`src/rtl/hs_rr_arbiter.sv`:
```
`default_nettype none
// ============================================================================
// Module      : hs_rr_arbiter
// Description : Round-robin arbiter sharing one valid/ready slave port among
//               N valid/ready requesters, with a per-grant beat limit.
//               Define ARB_FIXED_PRIO_EN for fixed (lowest index) priority.
// Revision    : 1.0 - initial release
// ============================================================================
module hs_rr_arbiter #(
  parameter int N         = 4,
  parameter int DW        = 32,
  parameter int MAX_BURST = 4
) (
  input  logic                 clk,
  input  logic                 rst,
  input  logic [N-1:0]         s_valid,
  input  logic [N*DW-1:0]      s_data,
  output logic [N-1:0]         s_ready,
  output logic                 m_valid,
  output logic [DW-1:0]        m_data,
  input  logic                 m_ready,
  output logic [$clog2(N)-1:0] m_src,
  output logic                 busy
);

  localparam int c_SW = $clog2(N);
  localparam int c_BW = $clog2(MAX_BURST + 1);

  localparam logic [0:0] c_IDLE  = 1'b0;
  localparam logic [0:0] c_GRANT = 1'b1;

  logic [0:0]      r_state;
  logic [0:0]      w_next_state;
  logic [c_SW-1:0] r_owner;
  logic [c_BW-1:0] r_beat_cnt;
  logic [c_SW-1:0] w_start;
  logic [c_SW-1:0] w_pick;
  logic [c_SW:0]   w_idx;
  logic            w_any;
  logic            w_own_valid;
  logic            w_hs;
  logic            w_last_beat;
  logic            w_release;
  logic [DW-1:0]   w_data [N];

  for (genvar gi = 0; gi < N; gi++) begin : g_unpack
    assign w_data[gi] = s_data[gi*DW +: DW];
  end

`ifdef ARB_FIXED_PRIO_EN
  assign w_start = '0;
`else
  logic [c_SW-1:0] r_last;

  assign w_start = (r_last == c_SW'(N - 1)) ? '0 : r_last + 1'b1;

  always_ff @(posedge clk) begin
    if (rst) begin
      r_last <= c_SW'(N - 1);
    end else if (r_state == c_GRANT && w_release) begin
      r_last <= r_owner;
    end
  end
`endif

  assign w_any       = |s_valid;
  assign w_own_valid = s_valid[r_owner];
  assign w_hs        = (r_state == c_GRANT) && w_own_valid && m_ready;
  assign w_last_beat = (r_beat_cnt == c_BW'(MAX_BURST - 1));
  assign w_release   = (w_hs && w_last_beat) || !w_own_valid;

  // Walk offsets from farthest to nearest so the nearest set bit wins.
  always_comb begin
    w_pick = '0;
    w_idx  = '0;
    for (int i = N - 1; i >= 0; i--) begin
      w_idx = {1'b0, w_start} + (c_SW + 1)'(i);
      if (w_idx >= (c_SW + 1)'(N)) begin
        w_idx = w_idx - (c_SW + 1)'(N);
      end
      if (s_valid[w_idx[c_SW-1:0]]) begin
        w_pick = w_idx[c_SW-1:0];
      end
    end
  end

  always_ff @(posedge clk) begin
    if (rst) begin
      r_state    <= c_IDLE;
      r_owner    <= '0;
      r_beat_cnt <= '0;
    end else begin
      r_state <= w_next_state;
      if (r_state == c_IDLE && w_any) begin
        r_owner    <= w_pick;
        r_beat_cnt <= '0;
      end else if (w_hs) begin
        r_beat_cnt <= r_beat_cnt + 1'b1;
      end
    end
  end

  always_comb begin
    w_next_state = r_state;
    case (r_state)
      c_IDLE:  if (w_any) w_next_state = c_GRANT;
      c_GRANT: if (w_release) w_next_state = c_IDLE;
      default: w_next_state = c_IDLE;
    endcase
  end

  // Gated by rst so a stale grant cannot complete a handshake in the reset cycle.
  always_comb begin
    s_ready = '0;
    m_valid = 1'b0;
    m_data  = '0;
    m_src   = '0;
    busy    = 1'b0;
    if (!rst && r_state == c_GRANT) begin
      m_valid          = w_own_valid;
      m_data           = w_own_valid ? w_data[r_owner] : '0;
      s_ready[r_owner] = m_ready;
      busy             = 1'b1;
      m_src            = r_owner;
    end
  end

endmodule
`default_nettype wire

```
`config.mk`:
```
export PLATFORM = sky130hd
export DESIGN_NAME = hs_rr_arbiter
export DESIGN_NICKNAME = d
export VERILOG_FILES = /design/src/rtl/hs_rr_arbiter.sv
export SDC_FILE = /design/constraint.sdc
export NUM_CORES = 1
export LEC_CHECK = 0
export ABC_CLOCK_PERIOD_IN_PS = 2000
export CAP_MARGIN = 15
export CORE_UTILIZATION = 28
export CTS_CLUSTER_SIZE = 40
export DETAILED_ROUTE_END_ITERATION = 8
export PLACE_DENSITY = 0.87
export SYNTH_ARGS = -nofsm -noshare
export SYNTH_HDL_FRONTEND = slang
export SYNTH_SLANG_ARGS = --single-unit
```
`constraint.sdc`:
```
create_clock -name clk -period 2 [get_ports clk]
set_input_delay 0.3 -clock clk [delete_from_list [all_inputs] [get_ports clk]]
set_output_delay 0.3 -clock clk [all_outputs]
set_load 0.05 [all_outputs]
```
; Yosys cells after proc, flatten, opt, wreduce, memory -nomap -nowiden
; Index checks and enable logic that the tools add are counted.
[word_totals]
in_bits = 135
elab_cells = 74
reg_bits = 8
output_inout_bits = 40
[op_classes]
n_addsub = 9
n_mux = 33
n_lt_le_gt_ge = 11
n_bitwise = 3
reduce_logical = 12
n_eq_ne = 2
[op_table]
columns = cell, n
row1 = 2-to-1 mux 32 bit, 4
row2 = binary-select mux 32 bit (select 2 bit), 1
row3 = 2-to-1 mux 2 bit, 10
row4 = less-than comparator 2 x 3 -> 1 bit (second input constant), 5
row5 = >= comparator 3 bit (second input constant), 4
row6 = binary-select mux 1 bit (select 2 bit), 5
row7 = 2-to-1 mux 1 bit, 10
row8 = subtractor 2 x 1 -> 2 bit (second input constant), 4
row9 = logical AND 1 bit, 7
row10 = adder 2 x 2 -> 3 bit (second input constant), 2
row11 = bitwise AND 4 bit, 1
row12 = 2-to-1 mux 4 bit, 1
row13 = OR reduction 4 bit, 1
row14 = adder 2 x 1 -> 3 bit (second input constant), 1
row15 = adder 3 x 1 -> 3 bit (second input constant), 1
row16 = equality test 3 x 2 -> 1 bit (second input constant), 1
row17 = >= comparator 2 x 3 -> 1 bit (second input constant), 1
row18 = NOT 2 -> 3 bit, 1
row19 = adder 2 x 1 -> 2 bit (second input constant), 1
row20 = demux 1 bit (select 2 bit), 1
row21 = equality test 2 bit (second input constant), 1
row22 = >= comparator 2 x 1 -> 1 bit (second input constant), 1
row23 = logical NOT 1 bit, 2
row24 = case mux 1 bit (2 select lines), 1
row25 = 3 further kinds, 3

; Depth between registers and ports, before layout
; Gate-level depths: netlist of the first run.
[depth]
depth_word = 11
depth_mapped = 6
depth_no_buf = 6

; Worst setup path before layout of the first run
; No wires, ideal clock.
[synth_timing]
kind = register to output
from = register r_owner[1]
to = output m_src[1]
t_arrival_ns = 1.920
path_buffers = 2
path_stages_with_launch = 5
required_time_ns = 1.700
slack_ns = -0.220
path_cell_list = dfxtp_1 > buf_2 > buf_2 > inv_1 > nor3_1
[synth_via]
elab_chain_len = 1
[synth_lines]
columns = item, line_no
row1 = start: declaration, 34  ; logic [c_SW-1:0] r_owner;
row2 = start signal: assignment, 95  ; r_owner <= w_pick;
row3 = 2-to-1 mux 2 bit, 119  ; if (!rst && r_state == c_GRANT) begin
row4 = end: declaration, 22  ; output logic [$clog2(N)-1:0] m_src,
; No other way between the ends.

; Worst setup path after layout of the first run
[layout_timing]
from = register r_owner[0]
to = output m_data[14]
[layout_via]
elab_chain_len = 6
elab_cells_between_ends = 8
cone_classes = mux: 7 / bitwise: 1
[layout_lines]
columns = item, line_no
row1 = NOT 2 -> 3 bit (not written as such), 121  ; m_data = w_own_valid ? w_data[r_owner] : '0;
row2 = binary-select mux 32 bit (select 2 bit), 121
row3 = 2-to-1 mux 32 bit (not written as such) (2 in a row), 121
row4 = 2-to-1 mux 32 bit *, 121
row5 = 2-to-1 mux 32 bit *, 119
row6 = end: declaration, 20  ; output logic [DW-1:0] m_data,
; Every way passes the cells marked *; elsewhere a longest branch is shown, timed or not. The select of a mux whose other input is x is not followed.

==> out/qor.csv, run 1 <==
stage,metric,value,unit
cts,hold buffers post-CTS,0,
timing,crit path time final,2120,ps
floorplan,IO Pins,175,
final_layout,fill count,306,
power_and_ir_drop,Logic pwr share,76.6,%
global_routing,initial antenna violation count,0,
global_routing,first-pass GRT wire length,12400,µm
final_layout,nets,465,
final_layout,footprint of the multi-input gates,0.00146,mm²
synthesis,post-synthesis compound-gate area fraction,7.46,%
timing,Max Slew Vio Count,0,
floorplan,Die Ht,76.3,µm
drt,final WL,9110,µm
floorplan,Core Area,0.00520,mm²
cts,CTS buffer count,3,
drt,DR WL/cell,23.1,µm
synthesis,mux share of post-synthesis cell area,52.4,%
synthesis,synth top area cells,"mux4_2, and3_1, dfxtp_1",
final_layout,FF+latch area,164,µm²
hold_path,HP Start,r_beat_cnt[1],
drt,routed vias/inst,5.49,
run_status,violated checks,setup timing,
place,# port buffers,174,
power_and_ir_drop,cell area power density,407,mW/mm²
final_layout,post-route cell area,0.00422,mm²
cts,Root Buffer,clkbuf_8,
synthesis,Synth Area in XOR/XNOR,0.567,%
power_and_ir_drop,switching pwr,626,µW
power_and_ir_drop,sequential power share,11.0,%
synthesis,"area leader, netlist",mux4_2,
synthesis,Post-Syn Instances,141,
worst_setup_path,R2R Setup Slk,80,ps
place,"Cell Area, Placed",0.00380,mm²
worst_setup_path,reg2reg start,r_owner[0],
final_layout,layout cell share with drive strength beyond 1,43.7,%
worst_setup_path,Startpoint Class,flop,
timing,fmax,0.471,GHz
global_routing,vias in the first global route,2284,
worst_setup_path,Crit. End Element,output pin,
synthesis,syn_nets,279,
cts,clock latency on the worst-skew pair,250,ps
timing,worst-margin pin slew,452,ps
hold_path,hold crit path type,reg2reg,
synthesis,simple-gate share of the synthesized area,20.4,%
timing,Layout Skew,8.43,ps
worst_setup_path,crit path DAT,1820,ps
timing,final cycle utilization of the critical path,106,%
synthesis,ys async rst share,0,%
place,Detail Placement HPWL,6390,µm
power_and_ir_drop,P_int,1090,µW
synthesis,Adder-Cell Fraction of Synth Area,2.43,%
synthesis,"Cell Area, Synth",0.00154,mm²
cts,clk sinks,8,
synthesis,Syn. warnings,0,
global_routing,grt ovf,0,
synthesis,number of synthesized flops with an enable pin,0,
synthesis,Unique masters post-synth,30,
timing,Final Hold Fails,0,
timing,setup ws final,-122,ps
cts,# H-tree levels,1,
synthesis,Synth top area share,48.1,%
floorplan,Die Wd,76.3,µm
cts,Worst-path clk slew,50,ps
synthesis,ys flop type,dfxtp_1,
synthesis,largest family of logic cells by synthesized area,multiplexers,
floorplan,row cnt,26,
global_routing,largest net degree at the start of global routing,35,
run_status,status,finished with violations,
place,RePlAce Congestion,0.810,
floorplan,die area,0.00581,mm²
drt,Pre-antenna DRT Iters,4,
cts,TritonCTS clock tree,done,
worst_setup_path,Setup Crit Path Kind,reg2out,
drt,ANT nets after route,0,
worst_setup_path,CP required,1700,ps
cts,worst-case clock buffer depth,2,
worst_setup_path,worst-path fanout max,8,
timing,RSZ-0062 raised after global routing,true,
job,Max Cap Violations,0,
synthesis,"Seq/Total Area, Yosys",10.4,%
power_and_ir_drop,sw frac,36.4,%
final_layout,synth-to-layout area growth,173,%
synthesis,Synth Area per Inst,11.0,µm²
drt,initial DRC count,53,
drt,via count,2170,
synthesis,#FFs+latches synth,8,
power_and_ir_drop,Leak Pwr,0.00158,µW
worst_setup_path,Worst setup startpoint,r_owner[0],
timing,Max-Slew Margin vs Limit,69.8,%
power_and_ir_drop,peak supply drop,0.401,mV
floorplan,Initial Util,29.7,%
power_and_ir_drop,total power,1720,µW
drt,drt drc,0,
timing,final setup violation count,33,
final_layout,Antenna diodes,0,
global_routing,Total GRT Usage,27.4,%
power_and_ir_drop,clock network power share,12.4,%
[logic make-up after synthesis]
family | count (synthesis)
adder cells (fa/ha/maj) | 3
flip-flops | 8
buffers and inverters | 20
XOR/XNOR | 1
AND/OR/NAND/NOR | 56
multiplexers | 38
AO/OA/AOI/OAI | 15
[Yosys cell counts (2+ instances only)]
library cell and number:
mux4_2 33, and3_1 32, nor2_1 9, dfxtp_1 8, buf_2 7, a21oi_1 6
clkbuf_1 6, nor3_1 6, inv_1 4, ha_1 3, mux2_4 3, nand2_1 3
buf_6 2, mux2i_1 2, o221ai_1 2
[final timing paths]
kind                            cells after the start       endpoint
worst min-delay path                                2  r_beat_cnt[1]
worst max register to register                      7  r_beat_cnt[2]
worst min register to register                      2  r_beat_cnt[1]
worst max-delay path                                5     m_data[14]
[state kept, by name (all words and copies together) (netlist names)]
name / cells
r_beat_cnt: 3
r_owner: 2
r_last: 2
r_state: 1
[power by group through the flow]
stage               clock network [µW]  registers, µW  logic, µW
global route                       220            191       1370
global placement                     0            193       1080
floorplan                            0            187        556
CTS                                212            196       1140
finish                             213            190       1320
detailed placement                   0            194       1110
[per-layer routing]
metal	GRT usage (%)	vias up	part of all wire [%]
li1	-	952	-
met1	28.7	1054	35
met2	49.6	121	51
met3	6.95	43	7.2
met4	15.4	0	6.5
met5	0	-	0
[layout make-up]
class,instances,share of cell area (%)
Clock buffer,3,0.978
Inverter,5,0.504
Multi-Input combinational cell,113,34.5
Sequential cell,8,3.88
Tap cell,70,2.07
Timing Repair Buffer,196,58.1
[cell usage in the layout, fill, tap and decap left out, types with 6 or more instances in the layout]
cell,Yosys,final
a21oi_1,6,6
and3_4,0,32
buf_12,0,45
buf_4,0,12
clkdlybuf4s50_1,0,130
dfxtp_1,8,7
mux4_2,33,33
nor2_1,9,8
nor3_1,6,6
[per-stage QoR]
stage / setup TNS [ps] / util, % / hold WS (ps) / worst slack [ps] / instances
3_5_place_dp: -2470 / 73.1 / 499 / -92.2 / 381
4_1_cts: -1780 / 75.5 / 509 / -70.7 / 385
6_report: -3300 / 81.1 / 508 / -122 / 395
3_3_place_gp: -1670 / 73.1 / 482 / -57.5 / 381
2_1_floorplan: -1160 / - / 461 / -220 / 141
5_1_grt: -4040 / 81.1 / 560 / -154 / 395
[worst max-delay path, cell delays in order (launching register included)]
cell and delay [ps]:
dfxtp_4 360, mux4_2 570, clkbuf_16 190, buf_12 140, and3_4 180, buf_12 140
[timing repair]
action,CTS,global route
gates cloned,1,3
gates resized for setup,14,36
hold endpoints to repair,0,0
buffers inserted,0,7
pin swaps,0,0
endpoints found under the setup margin,32,33
Note: power is estimated with default switching activity, not from simulation.
==> inputs of run 2 (changes only) <==
--- a/config.mk
+++ b/config.mk
@@ -11,6 +11,7 @@
 export CTS_CLUSTER_SIZE = 40
 export DETAILED_ROUTE_END_ITERATION = 8
 export PLACE_DENSITY = 0.87
+export SKIP_CTS_REPAIR_TIMING = 1
 export SYNTH_ARGS = -nofsm -noshare
 export SYNTH_HDL_FRONTEND = slang
 export SYNTH_SLANG_ARGS = --single-unit
==> run 2 against run 1 <==
  * The run still ends with setup timing left
  * Utilization fell by 5.8 points
  * Register-to-register slack improved by 210 ps
  * Worst hold slack got worse by 1.9 ps
  * Clock power fell by 2%
  * Count of clock-buffer cells in the layout did not move
  * Routed wire length fell by 13%
  * Sequential power rose by 3%
  * First-iteration DRC count rose by 1.9%
  * Critical path type is now in2out
==> out/qor.csv, run 2 (synthesis gave the netlist of run 1 again) <==
stage,metric,value,unit
timing,setup TNS,-1710,ps
power_and_ir_drop,peak supply drop,0.389,mV
final_layout,nets,455,
floorplan,IO Pins,175,
global_routing,grt ovf,0,
power_and_ir_drop,total power,1540,µW
cts,clock latency on the worst-skew pair,240,ps
worst_setup_path,crit path DAT,1770,ps
timing,worst-margin pin slew,451,ps
drt,final WL,7930,µm
final_layout,post-route cell area,0.00392,mm²
cts,Root Buffer,clkbuf_8,
final_layout,"commonest cells after routing, fill and taps aside","clkdlybuf4s50_1, buf_12, mux4_2",
hold_path,hold crit path type,reg2reg,
cts,TritonCTS clock tree,done,
worst_setup_path,Setup Crit Path Kind,in2out,
worst_setup_path,Crit. End Element,output pin,
worst_setup_path,CP required,1700,ps
timing,Final Hold Fails,0,
timing,fmax,0.482,GHz
timing,RSZ-0062 raised after global routing,true,
timing,Max Slew Vio Count,0,
job,Max Cap Violations,0,
global_routing,initial antenna violation count,0,
final_layout,registers with the most flip-flops,"r_beat_cnt: 3 flops, r_last: 2 flops, r_owner: 2 flops",
place,"Cell Area, Placed",0.00380,mm²
floorplan,row cnt,26,
floorplan,Die Ht,76.3,µm
global_routing,largest net degree at the start of global routing,35,
timing,final cycle utilization of the critical path,104,%
timing,Hold Worst Slack,506,ps
floorplan,Core Area,0.00520,mm²
timing,Layout Skew,5.66,ps
cts,CTS buffer count,3,
global_routing,vias in the first global route,2230,
cts,# H-tree levels,1,
power_and_ir_drop,Leak Pwr,0.00154,µW
drt,DR WL/cell,20.6,µm
final_layout,layout cell share with drive strength beyond 1,32.7,%
final_layout,Largest Register,r_beat_cnt,
drt,Pre-antenna DRT Iters,4,
timing,final setup violation count,32,
final_layout,synth-to-layout area growth,154,%
timing,crit path time final,2070,ps
drt,ANT nets after route,0,
worst_setup_path,Startpoint Class,input port,
worst_setup_path,worst-path fanout max,34,
run_status,status,finished with violations,
cts,worst-case clock buffer depth,2,
drt,initial DRC count,54,
floorplan,Initial Util,29.7,%
floorplan,die area,0.00581,mm²
power_and_ir_drop,cell area power density,393,mW/mm²
drt,routed vias/inst,5.40,
final_layout,Antenna diodes,0,
final_layout,max reg flops,3,
global_routing,Total GRT Usage,26.4,%
cts,clk sinks,8,
place,Detail Placement HPWL,6390,µm
drt,via count,2079,
run_status,violated checks,setup timing,
place,RePlAce Congestion,0.810,
cts,Worst-path clk slew,40,ps
timing,Max-Slew Margin vs Limit,69.9,%
place,# port buffers,174,
final_layout,"commonest non-fill, non-tap cell in the layout",clkdlybuf4s50_1,
floorplan,Die Wd,76.3,µm
global_routing,first-pass GRT wire length,11900,µm
drt,drt drc,0,
timing,setup ws final,-74.2,ps
-- run 2: changes by cell type in the layout (fill, tap and decap cells not counted), sizes merged --
| cell | before | now |
|---|---|---|
| dlygate4sd2 | 1 | 0 |
| buf | 59 | 51 |
| clkdlybuf4s50 | 130 | 131 |
| clkbuf | 6 | 4 |
-- run 2: area by class of cell --
cell class | count | area, µm²
multi-input combinational | 113 | 1310
clock buffer | 3 | 41.3
timing repair buffer | 186 | 2290
inverter | 5 | 18.8
sequential | 8 | 164
tap | 70 | 87.6
fill | 363 | 1290
-- run 2: routing by layer --
| layer | up-vias | GRT usage, % | part of all wire (%) |
|---|---|---|---|
| met3 | 33 | 7.07 | 7.4 |
| li1 | 931 | - | - |
| met4 | 0 | 14.2 | 5.1 |
| met2 | 109 | 48.3 | 53 |
| met1 | 1006 | 27.1 | 35 |
| met5 | - | 0 | 0 |
-- run 2: critical path, cell delays in order --
cell             delay, ps
clkdlybuf4s50_1        410
mux4_2                 490
buf_12                 180
and3_1                 210
buf_12                 160
-- run 2: power by group --
part           switching, µW  total, µW  internal (µW)
Clock                   77.0        209            132
Combinational            458       1130            677
Sequential              20.0        195            175
-- run 2: path summary, 6_finish.rpt --
path	from	to	slack (ps)	depth (start not counted)
worst max-delay path	s_valid[2]	m_data[18]	-70	5
worst min register to register	r_beat_cnt[1]	r_beat_cnt[1]	510	2
worst max register to register	r_owner[0]	r_beat_cnt[2]	290	5
worst min-delay path	r_beat_cnt[1]	r_beat_cnt[1]	510	2
-- run 2: per-stage QoR --
stage | instances | util (%) | setup WS, ps
floorplan | 141 | - | -220
detailed placement | 381 | 73.1 | -92.2
finish | 385 | 75.3 | -74.2
global placement | 381 | 73.1 | -57.5
CTS | 384 | 73.9 | -126
global route | 385 | 75.3 | -127
